==> src/rtl/stream_mux_nto1.sv <==
// stream_mux_nto1: N-channel, W-bit registered stream mux; grant by external select or round-robin.
// Define STREAM_MUX_LOCK_EN to hold the grant on one channel until its in_last beat (packet lock).
module stream_mux_nto1 #(
    parameter int WIDTH    = 8,
    parameter int CHANNELS = 4,
    parameter int SEL_W    = $clog2(CHANNELS)
) (
    input  logic                      clk,
    input  logic                      rst_n,
    input  logic                      mode,
    input  logic [SEL_W-1:0]          sel,
    input  logic [CHANNELS*WIDTH-1:0] in_data,
    input  logic [CHANNELS-1:0]       in_valid,
    input  logic [CHANNELS-1:0]       in_last,
    output logic [CHANNELS-1:0]       in_ready,
    output logic [WIDTH-1:0]          out_data,
    output logic [SEL_W-1:0]          out_chan,
    output logic                      out_last,
    output logic                      out_valid,
    input  logic                      out_ready
);

    // Handshake: a beat moves on a rising edge where valid and ready are both 1. Valid never
    // waits for ready; in_ready depends only on the grant and on the output register having room.
    localparam logic [SEL_W:0]   CHAN_LIM = (SEL_W+1)'(CHANNELS);
    localparam logic [SEL_W-1:0] LAST_CH  = SEL_W'(CHANNELS - 1);

    logic             load;
    logic             grant_vld;
    logic [SEL_W-1:0] grant_idx;
    logic [WIDTH-1:0] sel_data;
    logic             sel_last;
    logic             sel_valid;
    logic             xfer;
    logic             rr_adv;
    logic [SEL_W-1:0] rr_ptr;
    logic [SEL_W-1:0] ptr_next;

`ifdef STREAM_MUX_LOCK_EN
    logic             lock_active;
    logic [SEL_W-1:0] lock_chan;
`endif

    assign load = out_ready | ~out_valid;

    always_comb begin
        grant_vld = 1'b0;
        grant_idx = '0;
`ifdef STREAM_MUX_LOCK_EN
        if (lock_active) begin
            grant_vld = 1'b1;
            grant_idx = lock_chan;
        end else
`endif
        if (!mode) begin
            grant_vld = ({1'b0, sel} < CHAN_LIM);
            grant_idx = sel;
        end else begin
            // Two passes: channels at or above rr_ptr first, then wrap to the low ones.
            for (int k = 0; k < CHANNELS; k++) begin
                if (!grant_vld && in_valid[k] && (SEL_W'(k) >= rr_ptr)) begin
                    grant_vld = 1'b1;
                    grant_idx = SEL_W'(k);
                end
            end
            for (int k = 0; k < CHANNELS; k++) begin
                if (!grant_vld && in_valid[k]) begin
                    grant_vld = 1'b1;
                    grant_idx = SEL_W'(k);
                end
            end
        end
    end

    always_comb begin
        sel_data  = '0;
        sel_last  = 1'b0;
        sel_valid = 1'b0;
        in_ready  = '0;
        for (int k = 0; k < CHANNELS; k++) begin
            if (grant_idx == SEL_W'(k)) begin
                sel_data    = in_data[k*WIDTH +: WIDTH];
                sel_last    = in_last[k];
                sel_valid   = in_valid[k];
                in_ready[k] = grant_vld & load & rst_n;
            end
        end
    end

    assign xfer     = grant_vld & load & sel_valid & rst_n;
    assign ptr_next = (grant_idx == LAST_CH) ? '0 : grant_idx + SEL_W'(1);

`ifdef STREAM_MUX_LOCK_EN
    assign rr_adv = sel_last;
`else
    assign rr_adv = 1'b1;
`endif

    always_ff @(posedge clk or negedge rst_n) begin
        if (!rst_n) begin
            out_data  <= '0;
            out_chan  <= '0;
            out_last  <= 1'b0;
            out_valid <= 1'b0;
            rr_ptr    <= '0;
        end else begin
            if (xfer) begin
                out_data  <= sel_data;
                out_chan  <= grant_idx;
                out_last  <= sel_last;
                out_valid <= 1'b1;
            end else if (load) begin
                out_valid <= 1'b0;
            end
            if (xfer && mode && rr_adv) begin
                rr_ptr <= ptr_next;
            end
        end
    end

`ifdef STREAM_MUX_LOCK_EN
    always_ff @(posedge clk or negedge rst_n) begin
        if (!rst_n) begin
            lock_active <= 1'b0;
            lock_chan   <= '0;
        end else if (xfer) begin
            lock_active <= ~sel_last;
            lock_chan   <= grant_idx;
        end
    end
`endif

endmodule

==> config.mk <==
export PLATFORM = sky130hd
export DESIGN_NAME = stream_mux_nto1
export DESIGN_NICKNAME = d
export VERILOG_FILES = /design/src/rtl/stream_mux_nto1.sv
export SDC_FILE = /design/constraint.sdc
export NUM_CORES = 1
export LEC_CHECK = 0
export BUFFER_PORTS_ARGS = -buffer_cell sky130_fd_sc_hd__buf_4
export CAP_MARGIN = 20
export CORE_MARGIN = 1.5
export CORE_UTILIZATION = 40
export CTS_CLUSTER_SIZE = 25
export DETAILED_ROUTE_END_ITERATION = 6
export PLACE_DENSITY = 0.75
export RECOVER_POWER = 50
export SYNTH_ARGS = -nofsm -noshare
export SYNTH_HDL_FRONTEND = slang
export SYNTH_SLANG_ARGS = --single-unit
==> constraint.sdc <==
create_clock -name clk -period 6.85 [get_ports clk]
set_clock_uncertainty 0.15 [all_clocks]
set_input_delay 0.685 -clock clk [delete_from_list [all_inputs] [get_ports clk]]
set_output_delay 0.685 -clock clk [all_outputs]
set_load 0.01 [all_outputs]
Word level (Yosys, flattened, before mapping)
Cells that the tools add are included.
{ "word_totals": {"reg_bits": 14, "latch_bits": 0, "ramBits": 0, "rom_bits": 0, "in_bits": 46, "output_inout_bits": 16, "wordCells": 83, "n_memories": 0} }
{ "classes": {"n_addsub": 1, "multipliers": 0, "div_mod_pow": 0, "order_cmp": 4, "n_eq_ne": 3, "shifts": 0, "n_mux": 43, "n_bitwise": 6, "n_reduce_logical": 21} }
{ "op_table": {"columns": ["cell", "count"], "rows": [
  ["$mux W8", 4],
  ["$mux W1", 31],
  ["$mux W2", 8],
  ["$logic_and A1 B1 Y1", 12],
  ["$logic_not A1 Y1", 7],
  ["$and A1 B1 Y1", 4],
  ["$eq A2 B2 Y1 const B", 2],
  ["$ge A1 B2 Y1 const A", 2],
  ["$ge A2 B2 Y1 const A", 2],
  ["$add A2 B1 Y2 const B", 1],
  ["$eq A2 B1 Y1 const B", 1],
  ["$logic_not A2 Y1", 1],
  ["$reduce_bool A2 Y1", 1],
  ["$not A1 Y1", 1],
  ["$or A1 B1 Y1", 1]
]} }

Depth between registers and ports, before layout
Gate-level depths: netlist of the first run.
{ "depth": {"ltp_word": 43, "depth_mapped": 10, "depth_no_buf": 9} }

Worst setup path before layout of the first run
Ideal clock, no wire load.
{ "synth_timing": {"kind": "in2out", "from": "in in_valid[3]", "to": "out in_ready[3]", "t_arrival_ps": 2314, "t_required_ps": 6015, "slack_ps": 3701, "path_stages": 7, "path_buffers": 2, "path_cell_list": "nand2b_1 -> a21boi_0 -> o32ai_1 -> ha_1 -> clkbuf_1 -> clkbuf_1 -> and2_1"} }
{ "synth_lines": {"columns": ["element", "line_no", "source"], "rows": [
  ["start, declared", "13", "input logic [CHANNELS-1:0] in_valid,"],
  ["$logic_and A1 B1 Y1 (2 in a row)", "61", "if (!grant_vld && in_valid[k] && (SEL_W'(k) >= rr_ptr)) begin"],
  ["$mux W1", "61", null],
  ["$mux W1", "55", "if (!mode) begin"],
  ["$logic_not A1 Y1", "67", "if (!grant_vld && in_valid[k]) begin"],
  ["$logic_and A1 B1 Y1", "67", null],
  ["$mux W1", "67", null],
  ["$mux W1", "55", null],
  ["$logic_not A1 Y1", "67", null],
  ["(+6 left out)", null, null],
  ["$mux W1", "55", null],
  ["$logic_not A1 Y1", "67", null],
  ["$logic_and A1 B1 Y1", "67", null],
  ["$mux W2 (*)", "67", null],
  ["$mux W2 (*)", "55", null],
  ["via grant_idx[0]", "30", "logic [SEL_W-1:0] grant_idx;"],
  ["$eq A2 B2 Y1 (*)", "81", "if (grant_idx == SEL_W'(k)) begin"],
  ["$mux W1 (*)", "81", null],
  ["end, declared", "15", "output logic [CHANNELS-1:0] in_ready,"]
]} }
The timed path passes the listed nets; every way through them passes the cells marked *. The select of a mux whose other input is x is not followed.

Worst setup path in the final report of the first run
Same ends and word-level chain as after synthesis.

==> results of run 1 <==
-- state kept, by name (all words and copies together) (netlist names) --
name,cells
out_data,8
out_chan,2
rr_ptr,2
out_last,1
out_valid,1
-- power by group through the flow --
| stage | registers [mW] | clock network (mW) | logic [mW] |
|---|---|---|---|
| floorplan | 0.159 | 0 | 0.172 |
| global placement | 0.150 | 0 | 0.280 |
| detailed placement | 0.149 | 0 | 0.289 |
| CTS | 0.150 | 0.0469 | 0.288 |
| global route | 0.153 | 0.0503 | 0.292 |
| finish | 0.149 | 0.0454 | 0.267 |
-- final cells by class --
cell class | instances | area share [%]
inverter | 5 | 1.21
tap | 30 | 2.42
multi-input combinational | 89 | 45.0
clock buffer | 3 | 1.45
sequential | 14 | 22.6
timing repair buffer | 61 | 27.3
-- worst max path at each step --
stage                     slack (ns)                       to  cells after the start
after floorplan                 3.70              in_ready[3]                      7
after global placement          3.28  out_chan[0]$_DFFE_PN0P_                      9
after detailed placement        3.18  out_chan[0]$_DFFE_PN0P_                      9
after CTS                       3.41              in_ready[3]                      7
after global routing            3.22              in_ready[3]                      7
final                           3.43              in_ready[3]                      7
-- synth_stat cells (2+ instances only) --
cell type	count	area, sq um
a211oi_2	2	25.0
nor3_1	3	15.0
dfrtp_1	14	350
and2_1	4	25.0
nand2_1	9	33.8
mux2_4	8	120
mux2_2	4	45.0
o31ai_1	8	60.1
clkbuf_1	5	18.8
ha_1	4	50.1
or2_2	2	12.5
a21oi_1	4	20.0
inv_1	5	18.8
o21ai_0	2	10.0
a221oi_1	8	70.1
nor2b_1	12	75.1
nand2b_1	4	25.0
a31oi_1	3	18.8
-- cell families after synthesis --
group / Yosys count / share of synthesized area, %
simple gates: 42 / 22.3
compound gates: 31 / 21.3
flops: 14 / 31.5
buf+inv: 12 / 5.62
mux: 12 / 14.8
fa+ha+maj: 4 / 4.50
-- layer usage --
metal	GRT usage, %	part of all wire (%)
met5	0	0
met4	8.36	1.3
met3	4.88	7.3
met2	30.3	47
met1	26.8	45
-- cells in the final DEF, fill, tap and decap left out, types with 2 or more instances in the layout --
cell type / count
a31oi_1: 3
and2_1: 4
a221oi_1: 8
clkbuf_4: 3
o31ai_1: 8
a211oi_2: 2
buf_4: 52
nor3_1: 3
dfrtp_1: 14
nor2b_1: 12
clkbuf_1: 9
a21oi_1: 4
mux2_4: 8
inv_1: 5
nand2_1: 9
ha_1: 4
mux2_2: 4
nand2b_1: 4
or2_2: 2
o21ai_0: 2
-- critical path, cell delays in order --
cell      delay [ns]
buf_4           0.12
nand2b_1        0.10
a21boi_0        0.10
o32ai_1         0.55
ha_1            0.69
and2_1          0.23
buf_4           0.12
==> out/qor.csv, run 1 <==
metric;value;unit
status;finished clean;
clock_latency;0.28;ns
die_w;55.7;um
drive_above_1_share;42.4;%
grt_max_degree;23;
post_cts_buffers;0;
maxCapViolations;0;
ys_types;32;
place.gp.congestion;0.812;
cts.sinks;14;
hold_path.class;in -> async;
start_kind;input pin;
ant_nets;0;
start_util;43.7;%
synth-seq-cells;14;
fill_cells;229;
tightest_slew;0.748;ns
setup_viol;0;
viasPerCell;5.41;
worstPathRequired;6.01;ns
power_frac_clock;9.8;%
synth_cells;115;
drc_errors;0;
instances_no_fill;202;
reg2regPathDepth;8;
fin_area;1550;sq um
cts_tree;done;
die_height;55.7;um
leakagePower;0.716;nW
p_sw;0.174;mW
p_seq_share;32.3;%
ys_seq_area_share;31.5;%
swShare;37.7;%
clkTransAtPathRegs;0.08;ns
cts_max_level;1;
placed_area;1560;sq um
drtIter0Drc;21;
ctsHoldBuffers;0;
ctsResizeCount;0;
cp_data_arrival_time;2.59;ns
yosysWarnings;0;
vias;1092;
clockRootBuffer;clkbuf_4;
hpwl;2280;um
synthesis.area;1110;sq um
routed_wl;2890;um
multi_input_area;699;sq um
grt_pass1_vias;1052;
dp_cells;199;
io_buffers;61;
p_int;0.287;mW
regArea;350;sq um
reg2reg_to;out_chan[0]$_DFFE_PN0P_;
grt_usage;19.9;%
synth-async-reset-ratio;100;%
finalPower;0.461;mW
pre_cts_ws;3.18;ns
finalSetupTns;0;ns
timing.final.crit_share;49.9;%
ctsLongestPathBuffers;2;
num-nets-final;224;
cp_max_fo;22;
antenna_found_initial;0;
p_per_area;297;nW/um^2
final_hold_viol_count;0;
core_area;2540;sq um
ir_worst_vdd;0.000204;V
fin_crit;3.42;ns
ioPinCount;62;
numCtsBuffers;3;
crit_path_end_kind;primary output;
first_pass_iters;4;
avgSynthCellArea;9.67;sq um
num_antenna_cells;0;
share_comb_of_total_power;57.9;%
synth_ff_type;dfrtp_1;
rows;18;
hold_slack;0.289;ns
synth_edf_count;0;
grt_remaining_overflow;0;
synth_nets;165;
syn2layout_area_growth;39.6;%
rr_startpoint;rr_ptr[0]$_DFFE_PN0P_;
ff2ff_setup_slack;3.61;ns
dieArea;3110;sq um
maxSlewHeadroom;50.1;%
finalMaxSlewViolations;0;
startpoint;in_valid[3];
rsz0062_at_grt;no;
grt_pass1_wl;4910;um
post_drt_wl_per_cell;14.3;um
final_util;61.0;%
crit_type;in -> out;
setup_ws;3.43;ns
timing.fmax;292;MHz
Note: power is estimated with default switching activity, not from simulation.
==> run 2, diff against run 1 <==
- PLACE_DENSITY: 0.75 -> 0.78
- clock period: 6.85 -> 3 ns (I/O delays scaled with it)
==> out/qor.csv, run 2 (synthesis gave the netlist of run 1 again) <==
metric;value;unit
status;finished clean;
antenna_found_initial;0;
ioPinCount;62;
cts_max_level;1;
grt_usage;20.0;%
final_cell_mix;58 x buf_4, 14 x dfrtp_1, 11 x nor2b_1;
vias;1157;
io_buffers;61;
startpoint;rr_ptr[0]$_DFFE_PN0P_;
syn2layout_area_growth;47.5;%
grt_pass1_vias;1125;
viasPerCell;5.51;
clkTransAtPathRegs;0.09;ns
placed_area;1600;sq um
crit_path_end_kind;flop;
regMostFlops;out_data;
cts.sinks;14;
path_cells;nand2b_1, a21oi_1, o32ai_2, inv_1, ha_1, nor3b_1, a211oi_2, and2_2, mux2_4;
numCtsBuffers;3;
tightest_slew;0.516;ns
pre_cts_ws;-0.0840;ns
start_util;43.7;%
hp-start;mode;
grt_remaining_overflow;0;
cts_tree;done;
die_w;55.7;um
largest_reg_flops;8;
reg_top3;out_data x8, out_chan x2, rr_ptr x2;
worstPathBufferInverterCount;1;
grt_max_degree;16;
max_stage_delay;0.46;ns
clockRootBuffer;clkbuf_4;
finalMaxSlewViolations;0;
hold_path.class;in -> reg;
ctsLongestPathBuffers;2;
leakagePower;0.765;nW
fin_crit;2.90;ns
drive_above_1_share;46.7;%
post_drt_wl_per_cell;14.9;um
p_per_area;685;nW/um^2
final_hold_viol_count;0;
ir_worst_vdd;0.000433;V
cp_max_fo;6;
die_height;55.7;um
place.gp.congestion;0.850;
routed_wl;3130;um
path_delay_family;compound AO/OA/AOI/OAI gates;
cp_data_arrival_time;2.93;ns
core_area;2540;sq um
grt_pass1_wl;4950;um
crit_type;reg -> reg;
timing.fmax;344;MHz
worstPathRequired;3.03;ns
fin_area;1640;sq um
clock_latency;0.29;ns
num_antenna_cells;0;
rows;18;
setup_viol;0;
setup_ws;0.0963;ns
ant_nets;0;
maxCapViolations;0;
drc_errors;0;
maxSlewHeadroom;65.5;%
rr_startpoint;rr_ptr[0]$_DFFE_PN0P_;
first_pass_iters;4;
dieArea;3110;sq um
cp_slowest_cell;o32ai_2;
timing.final.crit_share;96.8;%
hpwl;2320;um
drtIter0Drc;32;
start_kind;flop;
num-nets-final;231;
layout_commonest_cell;buf_4;
[run 2: cell types whose count changed in the layout (fill, tap and decap cells not counted), sizes merged]
| cell | delta |
|---|---|
| buf | +6 |
| and2 | +1 |
| dlygate4sd3 | +1 |
[run 2: through the flow]
stage	power (mW)	hold slack (ns)	utilization, %	cells	TNS [ns]
after floorplan	0.756	-0.146	-	115	0
after global placement	0.990	0.0159	62.9	204	0
after detailed placement	1.01	0.0180	62.9	204	-0.622
after CTS	1.16	0.0927	65.0	209	0
after global routing	1.20	0.0977	64.5	210	-0.0168
final	1.12	0.109	64.5	210	0
[run 2: worst paths after layout]
path	endpoint	slack [ns]	depth (start not counted)
max in group asynchronous	rr_ptr[1]$_DFFE_PN0P_	2.28	2
worst max-delay path	out_data[7]$_DFFE_PN0P_	0.1	9
min in group asynchronous	out_chan[0]$_DFFE_PN0P_	0.24	2
worst max register to register	out_data[7]$_DFFE_PN0P_	0.1	9
worst min-delay path	rr_ptr[0]$_DFFE_PN0P_	0.11	2
worst min register to register	out_chan[0]$_DFFE_PN0P_	0.36	1
[run 2: timing repair]
| item | 4_1_cts | 5_1_grt |
|---|---|---|
| gates cloned | 0 | 1 |
| gates resized for setup | 1 | 3 |
| pin swaps | 0 | 0 |
| buffers inserted | 0 | 0 |
| hold buffers | 1 | 0 |
| endpoints found under the hold margin | 14 | 0 |
| setup endpoints to repair | 11 | 11 |
[run 2: final cells by class]
class,instances,area (sq um)
sequential,14,350
tap,30,37.5
clock buffer,4,36.3
fill,212,905
timing repair buffer,67,475
multi-input combinational,90,722
inverter,5,18.8
[run 2: where the power goes]
part	leakage [nW]	total, mW	internal (mW)	switching [mW]
logic	0.572	0.643	0.355	0.288
clock network	0.0210	0.143	0.0740	0.0690
registers	0.172	0.338	0.278	0.0602
total	0.765	1.12	0.707	0.417
[run 2: per-layer routing]
metal	global-route usage (%)	wire, um	share of wire [%]	vias to the layer above
met1	24.1	1350	43	548
met2	34.9	1570	50	51
met3	3.26	166	5.3	5
met4	8.71	52	1.7	0
met5	0	0	0	-
li1	-	-	-	553
